[src/rtl/mem_arb_pkg.sv]
// Shared constants and types for the program/data memory port arbiter.
package mem_arb_pkg;
  localparam int MEM_AW = 4;
  localparam int MEM_DW = 4;

  localparam logic REQ_CPU  = 1'b0;
  localparam logic REQ_HOST = 1'b1;

  typedef enum logic {UNLOCKED = 1'b0, LOCKED = 1'b1} lock_state_e;
endpackage

[src/rtl/rr_arbiter2.sv]
// Two-way round-robin pick with an override (lock owner); combinational pick, zero latency.
// Pointer advances to the winner on every grant; no grant when neither requester is valid.
module rr_arbiter2
  import mem_arb_pkg::*;
(
  input  logic       clk,
  input  logic       reset,
  input  logic [1:0] valid,
  input  logic       ovr_en,
  input  logic       ovr_id,
  output logic       win_vld,
  output logic       win_id
);

  logic last_id;

  always_comb begin
    win_vld = |valid;
    win_id  = REQ_CPU;
    if (ovr_en)          win_id = ovr_id;
    else if (&valid)     win_id = ~last_id;
    else if (valid[1])   win_id = REQ_HOST;
  end

  // Reset to HOST so the CPU takes the first contested grant.
  always_ff @(posedge clk or posedge reset) begin
    if (reset)        last_id <= REQ_HOST;
    else if (win_vld) last_id <= win_id;
  end

endmodule

[src/rtl/mem_port_arbiter.sv]
// Shares the single-port memory between CPU and host with round-robin plus bounded lock.
// Grant is combinational (same-cycle ready); read data returns one cycle later to the issuer.
module mem_port_arbiter
  import mem_arb_pkg::*;
#(
  parameter int AW       = MEM_AW,
  parameter int DW       = MEM_DW,
  parameter int LOCK_MAX = 4
) (
  input  logic          clk,
  input  logic          reset,
  input  logic          req0_valid,
  input  logic          req0_we,
  input  logic          req0_lock,
  input  logic [AW-1:0] req0_addr,
  input  logic [DW-1:0] req0_wdata,
  output logic          req0_ready,
  output logic          req0_rvalid,
  output logic [DW-1:0] req0_rdata,
  input  logic          req1_valid,
  input  logic          req1_we,
  input  logic          req1_lock,
  input  logic [AW-1:0] req1_addr,
  input  logic [DW-1:0] req1_wdata,
  output logic          req1_ready,
  output logic          req1_rvalid,
  output logic [DW-1:0] req1_rdata,
  output logic          mem_en,
  output logic          mem_we,
  output logic [AW-1:0] mem_addr,
  output logic [DW-1:0] mem_wdata,
  input  logic [DW-1:0] mem_rdata,
  output logic          grant_id,
  output logic          lock_active
);

  localparam int CW = $clog2(LOCK_MAX + 1);

  lock_state_e   state_q, state_d;
  logic          owner_q, owner_d;
  logic [CW-1:0] cnt_q, cnt_d;
  logic [1:0]    vld, lck;
  logic          ovr_en, win_vld, win_id;
  logic          rd_pend_q, rd_owner_q, gid_q;

  assign vld = {req1_valid, req0_valid};
  assign lck = {req1_lock, req0_lock};

  // Lock only overrides while the owner is asking and the budget is not exhausted.
  assign ovr_en = (state_q == LOCKED) && vld[owner_q] && (cnt_q < CW'(LOCK_MAX));

  rr_arbiter2 u_rr (
    .clk     (clk),
    .reset   (reset),
    .valid   (vld),
    .ovr_en  (ovr_en),
    .ovr_id  (owner_q),
    .win_vld (win_vld),
    .win_id  (win_id)
  );

  assign req0_ready = win_vld && (win_id == REQ_CPU);
  assign req1_ready = win_vld && (win_id == REQ_HOST);

  always_comb begin
    mem_en    = win_vld;
    mem_we    = 1'b0;
    mem_addr  = '0;
    mem_wdata = '0;
    if (win_vld) begin
      if (win_id == REQ_HOST) begin
        mem_we    = req1_we;
        mem_addr  = req1_addr;
        mem_wdata = req1_wdata;
      end else begin
        mem_we    = req0_we;
        mem_addr  = req0_addr;
        mem_wdata = req0_wdata;
      end
    end
  end

  always_comb begin
    state_d = state_q;
    owner_d = owner_q;
    cnt_d   = cnt_q;
    case (state_q)
      UNLOCKED: begin
        if (win_vld && lck[win_id]) begin
          state_d = LOCKED;
          owner_d = win_id;
          cnt_d   = CW'(1);
        end
      end
      LOCKED: begin
        // Any cycle the owner is not granted with lock held ends the lock.
        if (win_vld && (win_id == owner_q) && lck[owner_q]) begin
          if (cnt_q < CW'(LOCK_MAX)) cnt_d = cnt_q + CW'(1);
        end else begin
          state_d = UNLOCKED;
          cnt_d   = '0;
        end
      end
      default: begin
        state_d = UNLOCKED;
        cnt_d   = '0;
      end
    endcase
  end

  always_ff @(posedge clk or posedge reset) begin
    if (reset) begin
      state_q    <= UNLOCKED;
      owner_q    <= REQ_CPU;
      cnt_q      <= '0;
      gid_q      <= REQ_CPU;
      rd_pend_q  <= 1'b0;
      rd_owner_q <= REQ_CPU;
    end else begin
      state_q    <= state_d;
      owner_q    <= owner_d;
      cnt_q      <= cnt_d;
      rd_pend_q  <= win_vld && !mem_we;
      if (win_vld) begin
        gid_q      <= win_id;
        rd_owner_q <= win_id;
      end
    end
  end

  assign req0_rvalid = rd_pend_q && (rd_owner_q == REQ_CPU);
  assign req1_rvalid = rd_pend_q && (rd_owner_q == REQ_HOST);
  assign req0_rdata  = mem_rdata;
  assign req1_rdata  = mem_rdata;
  assign grant_id    = gid_q;
  assign lock_active = (state_q == LOCKED);

endmodule

[config.mk]
export PLATFORM = sky130hd
export DESIGN_NAME = mem_port_arbiter
export DESIGN_NICKNAME = d
export VERILOG_FILES = /design/src/rtl/mem_arb_pkg.sv /design/src/rtl/rr_arbiter2.sv /design/src/rtl/mem_port_arbiter.sv
export SDC_FILE = /design/constraint.sdc
export NUM_CORES = 1
export LEC_CHECK = 0
export ABC_AREA = 1
export CELL_PAD_IN_SITES_DETAIL_PLACEMENT = 1
export CELL_PAD_IN_SITES_GLOBAL_PLACEMENT = 1
export CORE_MARGIN = 2
export CORE_UTILIZATION = 20
export CTS_CLUSTER_DIAMETER = 100
export DETAILED_ROUTE_END_ITERATION = 8
export GPL_TIMING_DRIVEN = 1
export PLACE_DENSITY_LB_ADDON = 0.1
export SLEW_MARGIN = 20
export SYNTH_ARGS = -nofsm -noshare
export SYNTH_HDL_FRONTEND = slang
export SYNTH_SLANG_ARGS = --single-unit
[constraint.sdc]
create_clock -name clk -period 2.1 [get_ports clk]
set_input_delay 0.63 -clock clk [delete_from_list [all_inputs] [get_ports clk]]
set_output_delay 0.63 -clock clk [all_outputs]
set_load 0.01 [all_outputs]
---- After elaboration in Yosys (flattened, before gate mapping) ----
Index checks and enable logic that the tools add are counted.
operators by class
  muxes and demuxes ....................... 22
  reduce and logical (&&, ||, !) cells .... 15
  $add $sub $neg .......................... 1
  bitwise operators ....................... 4
  eq/ne operators ......................... 3
  $lt $le $gt $ge ......................... 3
operators with widths
  kind                                                                          number
  4-bit two-way mux                                                             4
  1-bit two-way mux                                                             13
  1-bit logical AND                                                             10
  3-bit two-way mux                                                             3
  3-bit case mux with 2 select lines                                            1
  2-bit AND reduction                                                           3
  1-bit by 2-bit less-than comparator with 1-bit output, second input constant  2
  1-bit inverter                                                                4
  3-bit by 1-bit adder with 3-bit output, second input constant                 1
  3-bit less-than comparator, second input constant                             1
  3-bit by 2-bit inequality test with 1-bit output, second input constant       1
  2-bit inequality test, second input constant                                  1
  1-bit case mux with 2 select lines                                            1
  2-bit OR reduction                                                            1
  1-bit == test                                                                 1
  1-bit logical NOT                                                             1
word-level totals
  input port bits ......................... 28
  output and inout bits ................... 24
  word-level logic and storage cells ...... 54
  register bits after elaboration ......... 8

---- Longest topological paths before layout ----
  depth in word-level cells ............... 10
  gate-level depth with buffers ........... 11
  depth with buffers taken out ............ 11

---- Hierarchy ----
Synthesis repeated with hierarchy kept, for this count alone.
unflattened totals
  cell total of the unflattened synthesis .. 86
  area total of the unflattened synthesis .. 630.6 µm²
by module, submodules not included
  module            seq. area each (µm²)  cells each  area each (µm²)  times used
  mem_port_arbiter  175.2                 74          561.8            1
  rr_arbiter2       26.3                  12          68.8             1

---- Worst setup path after synthesis ----
OpenSTA, ideal clock, no wires.
  path type ............................... reg-to-output
  from .................................... reg state_q (netlist: lock_active)
  to ...................................... out mem_we
  buffers on the path ..................... 1
  data required time ...................... 1.470 ns
  arrival ................................. 1.306 ns
  stages on the path, launching flop included .. 9
  slack ................................... 0.164 ns
  cell sequence ........................... dfrtp_1 > nand2_2 > nand2_1 > nand3_2 > nand2_4 > inv_2 > buf_6 > nand2_1 > a21oi_1
on the way
  cells in the longest elaborated chain, start to end .. 5
RTL lines
  element                          RTL line                 source
  from (decl)                      mem_port_arbiter.sv:39   lock_state_e state_q, state_d;
  from (signal assigned)           mem_port_arbiter.sv:120  state_q <= state_d;
  1-bit logical AND (2 in series)  mem_port_arbiter.sv:50   assign ovr_en = (state_q == LOCKED) && vld[owner_q] && (cnt_q < CW'(LOCK_MAX));
  1-bit two-way mux                rr_arbiter2.sv:20        if (ovr_en) win_id = ovr_id;
  1-bit two-way mux                mem_port_arbiter.sv:71   if (win_id == REQ_HOST) begin
  1-bit two-way mux                mem_port_arbiter.sv:70   if (win_vld) begin
  to (decl)                        mem_port_arbiter.sv:29   output logic mem_we,
Every way passes these cells.

---- Worst setup path in the final report ----
  from .................................... in req0_valid
  to ...................................... out mem_addr[1]
on the way
  cells in the longest elaborated chain, start to end .. 7
  elaborated cells between the ends (all ways) .. 10
  those cells by class .................... mux: 6; reduce/logical: 4
RTL lines
  element                                                RTL line                source
  from (decl)                                            mem_port_arbiter.sv:12  input logic req0_valid,
  1-bit two-way mux (not written as such) (2 in series)  mem_port_arbiter.sv:50
  1-bit logical AND (2 in series)                        mem_port_arbiter.sv:50
  1-bit two-way mux                                      rr_arbiter2.sv:20
  4-bit two-way mux                                      mem_port_arbiter.sv:71
  4-bit two-way mux (*)                                  mem_port_arbiter.sv:70
  to (decl)                                              mem_port_arbiter.sv:30  output logic [AW-1:0] mem_addr,
Mark *: on every way between the ends. The rest lies on a longest branch, timed or not. The select of a mux whose other input is x is not followed.

==> reports/metrics.csv <==
stage,metric,value,unit
yosys,syn_nets,106,
timing,worst_slack,-0.104,ns
pwr,leakage,0.587,nW
global_routing,grt_usage,13.5,%
final_layout,area_growth,88.8,%
floorplan,die_h,59.5,um
routing,ant_nets,0,
routing,routed_wl,2280,um
pwr,power_density,828,mW/mm2
timing,skew,0.00470,ns
placed_design,hpwl,1690,um
clocking,cts_tree,yes,
placed_design,place_inst,153,
setup_path,worstPathMaxFanout,5,
global_routing,gr-total-overflow,0,
setup_path,slowest_delay,0.21,ns
timing,hold_ws,0.534,ns
floorplan,dieArea,0.00354,mm2
floorplan,io_pins,52,
routing,drc,0,
clocking,cts_htree_levels,1,
clocking,clk_latency,0.26,ns
clocking,clockRootBuffer,clkbuf_4,
floorplan,dieWidth,59.5,um
clocking,clockBufferDepth,2,
setup_path,worstPathCellList,"clkdlybuf4s15_2, buf_4, nor2_4, buf_6, nor2_4, a22o_1, buf_2",
pwr,totalPowerFinal,0.000963,W
global_routing,grt_max_degree,9,
setup_path,cp-end-kind,output pin,
timing,worst_pin_slew,0.332,ns
timing,setup_violations,9,
placed_design,io_buffer_count,39,
setup_path,arrival,1.57,ns
yosys,ys_ff_latch,8,
setup_path,worstSetupPathType,in -> out,
floorplan,start_util,20.7,%
yosys,ys_seq_area_share,32.7,%
timing,relSlewSlack,77.8,%
routing,via_count,758,
routing,wl_per_cell,13.8,um
setup_path,crit_top_cell,nor2_4,
pwr,ir_drop,299,uV
yosys,syn_avg_cell_area,7.99,um2
routing,first_pass_iters,4,
routing,drt-vias-per-instance,4.59,
timing,min_period,2.20,ns
clocking,path_clk_slew,0.06,ns
setup_path,crit_buf_inv,4,
yosys,synth_warnings,0,
hold_path,holdCritPathClass,reg -> reg,
timing,max_freq,454,MHz
setup_path,slowest_stage,clkdlybuf4s15_2,
timing,rsz0062_at_grt,true,
global_routing,antenna_found_initial,0,
outcome,violations,setup timing,
timing,period_share,105,%
final_layout,mostFrequentLayoutCell,clkdlybuf4s50_1,
final_layout,fin_util,39.0,%
timing,tns,-0.706,ns
timing,report.final.slew_viol_count,0,
yosys,synth.cell_area,616,um2
outcome,status,"finished, violations left",
yosys,ys_types,20,
final_layout,final_net_count,162,
clocking,holdBufCountCts,0,
final_layout,n_fill_cell,366,
global_routing,grt_pass1_wl,3580,um
final_layout,finalNonFillerCells,165,
final_layout,drive_gt1_share,41.7,%
global_routing,first_global_vias,724,
yosys,synthCells,77,
routing,drtIter0Drc,11,
setup_path,worstSetupStartpointType,primary input,
job,maxCapViolCount,0,
clocking,numCtsBuffers,3,
floorplan,coreArea,0.00298,mm2
timing,hold_viol,0,
floorplan,rows,20,
final_layout,layout_common_cells,"24 x clkdlybuf4s50_1, 16 x buf_4, 14 x nand2_1, 9 x buf_2",
setup_path,cp_top_family,buffers and inverters,
clocking,clkSinkCount,8,
final_layout,diodes,0,
placed_design,place.gp.congestion,0.789,
setup_path,worstPathRequired,1.47,ns
-- path summary, 6_finish.rpt --
kind,from,end,slack (ns),depth (start not counted)
worst max-delay path,req0_valid,mem_addr[1],-0.10,7
worst min-delay path,cnt_q[1],cnt_q[1],0.53,2
worst max register to register,cnt_q[2],owner_q,0.47,9
worst min register to register,cnt_q[1],cnt_q[1],0.53,2
max in group asynchronous,reset,u_rr.last_id,1.20,2
min in group asynchronous,reset,rd_pend_q,0.61,2
-- cells in the mapped netlist --
cell,n,area [um2]
nand2_1,16,60.1
inv_1,10,37.5
a22o_1,8,70.1
buf_4,8,60.1
dfrtp_1,7,175
nand4_1,6,37.5
nand3_1,5,25.0
inv_2,2,7.51
nand4_2,2,25.0
nor2_1,2,7.51
o21ai_0,2,10.0
a21oi_1,1,5.00
buf_6,1,11.3
dfstp_2,1,26.3
ha_1,1,12.5
nand2_2,1,6.26
nand2_4,1,11.3
nand3_2,1,10.0
nor2_2,1,6.26
nor2_4,1,11.3
-- sequential cells by signal, indices dropped and copies added (netlist names) --
name,flops
rd_pend_q,1
owner_q,1
cnt_q,3
lock_active,1
u_rr.last_id,1
rd_owner_q,1
-- report_power, final --
group	leakage (nW)	total, W	switching (W)	internal [W]
Sequential	0.0975	0.000246	0.0000412	0.000205
Combinational	0.475	0.000576	0.000283	0.000292
Clock	0.0150	0.000141	0.0000679	0.0000734
-- area by class of cell --
| class | instances | area [um2] | area share (%) |
|---|---|---|---|
| Sequential cell | 8 | 203 | 17.4 |
| Multi-Input combinational cell | 49 | 345 | 29.7 |
| Clock buffer | 4 | 26.3 | 2.26 |
| Inverter | 12 | 50.0 | 4.31 |
| Tap cell | 33 | 41.3 | 3.55 |
| Timing Repair Buffer | 59 | 497 | 42.7 |
-- cell families (layout without fill, tap and decap cells) --
group,count (synthesis),after routing,synth area share (%)
buf+inv,21,75,18.9
simple gates,36,37,32.5
compound gates,11,11,13.8
fa+ha+maj,1,1,2.03
flops,8,8,32.7
-- metrics by stage --
stage / worst slack [ns] / cell area [um2]
after floorplan: 0.164 / 616
after global routing: -0.179 / 1160
after global placement: -0.790 / 1070
after CTS: -0.136 / 1140
final: -0.104 / 1160
after detailed placement: -0.819 / 1070
-- routing by layer --
metal	GRT usage [%]	wire, um	vias up
met5	0	0	-
met1	16.6	917	363
met2	23.1	1160	28
li1	-	-	367
met3	4.80	210	0
met4	1.95	0	0
-- what timing repair did --
item,CTS,global route
gates cloned,2,0
pin swaps,14,4
endpoints found under the setup margin,12,12
resized for setup,65,8
buffers inserted,3,3
-- worst register-to-register path: stages (launching register included) --
cell     delay [ns]
dfrtp_1        0.39
inv_2          0.10
nand3_2        0.10
nand3_4        0.11
nand2_4        0.06
buf_4          0.14
buf_4          0.15
nand2_1        0.07
nand4_2        0.18
o21ai_0        0.25
(Power assumes the default switching activity.)
==> patch 1: new RTL, config.mk and constraints unchanged <==
Change the package constant `MEM_DW` from 4 to 5.
--- a/src/rtl/mem_arb_pkg.sv
+++ b/src/rtl/mem_arb_pkg.sv
@@ -2,5 +2,5 @@
 package mem_arb_pkg;
   localparam int MEM_AW = 4;
-  localparam int MEM_DW = 4;
+  localparam int MEM_DW = 5;
 
   localparam logic REQ_CPU  = 1'b0;
Interface: changed (6 resized); port bits go from 52 to 58. No check against the original RTL was run, so the function may have changed too.
==> patch 1 against the original RTL <==
- the run still ends with negative setup slack left
- global-route usage fell by 2.0 points
- setup slack improved by 0.022 ns
- combinational power fell by 8.5%
- synthesized area rose by 4.3%
- sequential cell count did not move
- total power fell by 7.5%
- cell area fell by 2.0%
- routed wire length fell by 10%
- largest cell class unchanged
- highest routed layer is now met4
==> patch 1: results (changes against the original RTL) <==
Outcome: finished, violations left (unchanged)
Violated checks: negative setup slack (unchanged)
Leak: 0.5735 nW (was 0.5872 nW)
DR WL met2: 920 µm (was 1.155 mm)
Number of synthesis warnings: 0 (unchanged)
Critical Path AT: 1.55 ns (was 1.57 ns)
Ranking of synthesized cells by area: dfrtp_1 (27%), a22o_1 (12%), buf_4 (12%), nand2_1 (8.8%), inv_1 (5.8%) (was dfrtp_1 (28%), a22o_1 (11%), buf_4 (9.8%), nand2_1 (9.8%), inv_1 (6.1%))
Worst-path fanout max: 10 (was 5)
Avg WL per Cell: 11.87 µm (was 13.83 µm)
Layout Skew: 0.01398 ns (was 0.004700 ns)
Yosys cell types: 19 (was 20)
Synth Instances: 80 (was 77)
R2R cell count: 11 (was 9)
Cell Area, Synth: 641.9 µm² (was 615.6 µm²)
Reg2reg setup slack: 0.56 ns (was 0.47 ns)
Layout cell share with drive strength beyond 1: 34.11% (was 41.67%)
Largest net degree at the start of global routing: 11 (was 9)
Most flops, register: cnt_q (unchanged)
Synth cell count leaders: nand2_1 (15), buf_4 (10), inv_1 (10), a22o_1 (9), dfrtp_1 (7) (was nand2_1 (16), inv_1 (10), a22o_1 (8), buf_4 (8), dfrtp_1 (7))
Clock-pin slew on the worst setup and hold paths: 0.05 ns
Max incr delay on CP: 0.52 ns (was 0.21 ns)
Placed Area: 0.001126 mm² (was 0.001074 mm²)
Finished Layout Cells: 173 (was 165)
Worst path top cell family by delay: flip-flops (was buffers and inverters)
Final setup vio count: 10 (was 9)
Sequential fraction of the synthesis area: 31.38% (was 32.72%)
Number of cells on the critical path: 8 (was 7)
DRT met1 WL: 823 µm (was 917 µm)
Post-synth net total: 112 (was 106)
I/O Buffers: 42 (was 39)
TNS Setup: -0.6069 ns (was -0.7057 ns)
Filler cells: 400 (was 366)
DP Worst Slack: -0.7942 ns (was -0.8191 ns)
Initial DRC Count: 15 (was 11)
Drt via density: 4.173 (was 4.594)
Setup ws final: -0.08189 ns (was -0.1035 ns)
First-pass GRT wire length: 3.236 mm (was 3.581 mm)
Hpwl dp: 1.696 mm (was 1.687 mm)
Top sig layer: met4 (was met3)
Met3 routed WL: 287 µm (was 210 µm)
Hold_ws: 0.4954 ns (was 0.5344 ns)
CP max stage cell: dfstp_2 (was clkdlybuf4s15_2)
Hold Path Sink: u_rr.last_id$_DFFE_PP1P_ (was cnt_q[1]$_DFFE_PP0P_)
Number of global-route vias before repair: 734 (was 724)
Max_slew headroom: 78.78% (was 77.84%)
Max reg flops: 3 (unchanged)
Initial antenna violation count: 0 (unchanged)
VDD IR max: 0.3743 mV (was 0.2985 mV)
Hold path startpoint: u_rr.last_id$_DFFE_PP1P_ (was cnt_q[1]$_DFFE_PP0P_)
Worst R2R End: cnt_q[0]$_DFFE_PP0P_ (was owner_q$_DFFE_PP0P_)
GP Congestion: 0.6268 (was 0.7886)
Total GRT Usage: 11.52% (was 13.53%)
[patch 1: routing by layer]
metal	vias up	GRT usage (%)
li1	353	-
met1	326	12.99
met2	38	21.04
met3	5	2.345
met4	0	4.658
met5	-	0
[patch 1: power breakdown]
part	switching, mW	leakage, nW	internal, mW	total [mW]
logic	0.252	0.459	0.275	0.527
registers	0.0296	0.0993	0.202	0.231
clock network	0.0586	0.0150	0.0730	0.132
[patch 1: logic make-up (layout without fill, tap and decap cells)]
kind of cell | count (synthesis) | count (layout) | share of synthesized area (%)
buffers and inverters | 24 | 73 | 21.05
and+or+nand+nor | 35 | 35 | 30.99
DFF | 8 | 8 | 31.39
adders and majority gates | 1 | 1 | 1.949
AOI/OAI and AO/OA | 12 | 12 | 14.62
[patch 1: area by class of cell]
class / count / area [µm²] / share of cell area, %
Sequential cell: 8 / 201.4 / 17.69
Multi-Input combinational cell: 48 / 311.5 / 27.36
Clock buffer: 4 / 26.28 / 2.308
Tap cell: 44 / 55.05 / 4.835
Timing Repair Buffer: 56 / 490.5 / 43.08
Inverter: 13 / 53.80 / 4.725
[patch 1: worst max path at each step]
stage	startpoint	endpoint
after floorplan	req1_valid	mem_addr[0]
after global routing	u_rr.last_id$_DFFE_PP1P_	mem_addr[0]
after global placement	req0_valid	mem_addr[0]
final	u_rr.last_id$_DFFE_PP1P_	mem_addr[0]
after CTS	u_rr.last_id$_DFFE_PP1P_	mem_addr[0]
after detailed placement	req0_valid	mem_addr[0]
[patch 1: repair_timing]
item	in CTS	in global routing
endpoints found under the setup margin	13	12
pin swaps	3	1
setup buffers	3	0
gates resized for setup	58	2
==> patch 2: new RTL, same flow settings <==
Made on the original files. Reset style: synchronous (`reset`), changed in 2 clocked blocks.
--- a/src/rtl/rr_arbiter2.sv
+++ b/src/rtl/rr_arbiter2.sv
@@ -24,5 +24,5 @@
 
   // Reset to HOST so the CPU takes the first contested grant.
-  always_ff @(posedge clk or posedge reset) begin
+  always_ff @(posedge clk) begin
     if (reset)        last_id <= REQ_HOST;
     else if (win_vld) last_id <= win_id;
--- a/src/rtl/mem_port_arbiter.sv
+++ b/src/rtl/mem_port_arbiter.sv
@@ -109,5 +109,5 @@
   end
 
-  always_ff @(posedge clk or posedge reset) begin
+  always_ff @(posedge clk) begin
     if (reset) begin
       state_q    <= UNLOCKED;
Formal check against the unedited RTL: differs if reset is asserted again (counterexample within 4 cycles, from zero or initial values and one cycle with reset high); with reset held inactive, the same outputs for 10 cycles.
==> patch 2 against the original RTL <==
- the flow still finishes with violations (negative setup slack)
- hold slack lost 0.0030 ns
- synthesized area is 2.6% higher
- highest routed layer unchanged
- sequential power is 27% lower
- cell area rose by 3.7%
- total power decreased by 38%
- combinational power is 48% lower
- sequential cell count is the same
- setup slack better by 0.081 ns
- routed wire length is 0.83% lower
- utilization rose by 0.76 points
- clock power is 15% lower
- via count increased by 7.5%
- register-to-register slack got worse by 0.30 ns
==> patch 2: results (changes against the original RTL) <==
DRT met1 WL: 822 µm (was 917 µm)
Multi-input gates: 57 (was 49)
Ranking of synthesized cells by area: dfxtp_1 (25%), a22o_1 (11%), buf_4 (9.5%), inv_1 (8.9%), nand2_1 (7.7%) (was dfrtp_1 (28%), a22o_1 (11%), buf_4 (9.8%), nand2_1 (9.8%), inv_1 (6.1%))
Filler cells: 383 (was 366)
Switching share of power: 33.58% (was 40.74%)
Num sequential: 8 (unchanged)
NonClk Buf Share: 42.47% (was 42.73%)
Hold Path Sink: grant_id$_SDFFE_PP0P_ (was cnt_q[1]$_DFFE_PP0P_)
Main synth FF type: dfxtp_1 (was dfrtp_1)
First-pass GRT wire length: 3.753 mm (was 3.581 mm)
Violated checks: negative setup slack (unchanged)
Outcome: finished, violations left (unchanged)
DR WL met2: 1.263 mm (was 1.155 mm)
Met3 GRT Util: 3.680% (was 4.803%)
Reg2reg setup slack: 0.17 ns (was 0.47 ns)
GP Congestion: 0.7269 (was 0.7886)
Placed Area: 0.001116 mm² (was 0.001074 mm²)
Drt via density: 4.289 (was 4.594)
CP max stage cell: a22o_1 (was clkdlybuf4s15_2)
Non-CTS buffers: 61 (was 59)
Final setup vio count: 8 (was 9)
Layout Skew: 0.008936 ns (was 0.004700 ns)
TNS Setup: -0.06217 ns (was -0.7057 ns)
Initial DRC Count: 6 (was 11)
VDD IR max: 0.1357 mV (was 0.2985 mV)
Total GRT Usage: 13.81% (was 13.53%)
Critical Path AT: 1.49 ns (was 1.57 ns)
Fraction of area in multi-input gates: 31.57% (was 29.71%)
Setup ws final: -0.02274 ns (was -0.1035 ns)
==> patch 2: cells by family (layout without fill, tap and decap cells) <==
logic type / count (synthesis) / in the layout / synth area share (%)
XOR/XNOR: 1 / 1 / 1.386
AND/OR/NAND/NOR: 41 / 41 / 35.25
adder cells (fa/ha/maj): 1 / 1 / 1.980
buffers and inverters: 25 / 81 / 19.80
AO/OA/AOI/OAI: 14 / 14 / 16.24
flip-flops: 8 / 8 / 25.35
==> patch 2: through the flow <==
stage               utilization (%)  worst slack [ns]  hold slack [ns]  power [mW]
floorplan                         -           0.03145           0.4743      0.3171
global placement              36.86           -0.8119           0.4996      0.4564
detailed placement            36.86           -0.8415           0.5227      0.4628
CTS                           39.01          -0.05008           0.5342      0.5998
global route                  39.79          -0.08846           0.5666      0.6467
finish                        39.79          -0.02274           0.5313      0.6008
==> patch 2: repair_timing <==
item | 4_1_cts | 5_1_grt
setup endpoints to repair | 12 | 14
buffers inserted | 11 | 0
gates resized for setup | 56 | 9
pin swaps | 5 | 10
cloned | 1 | 0
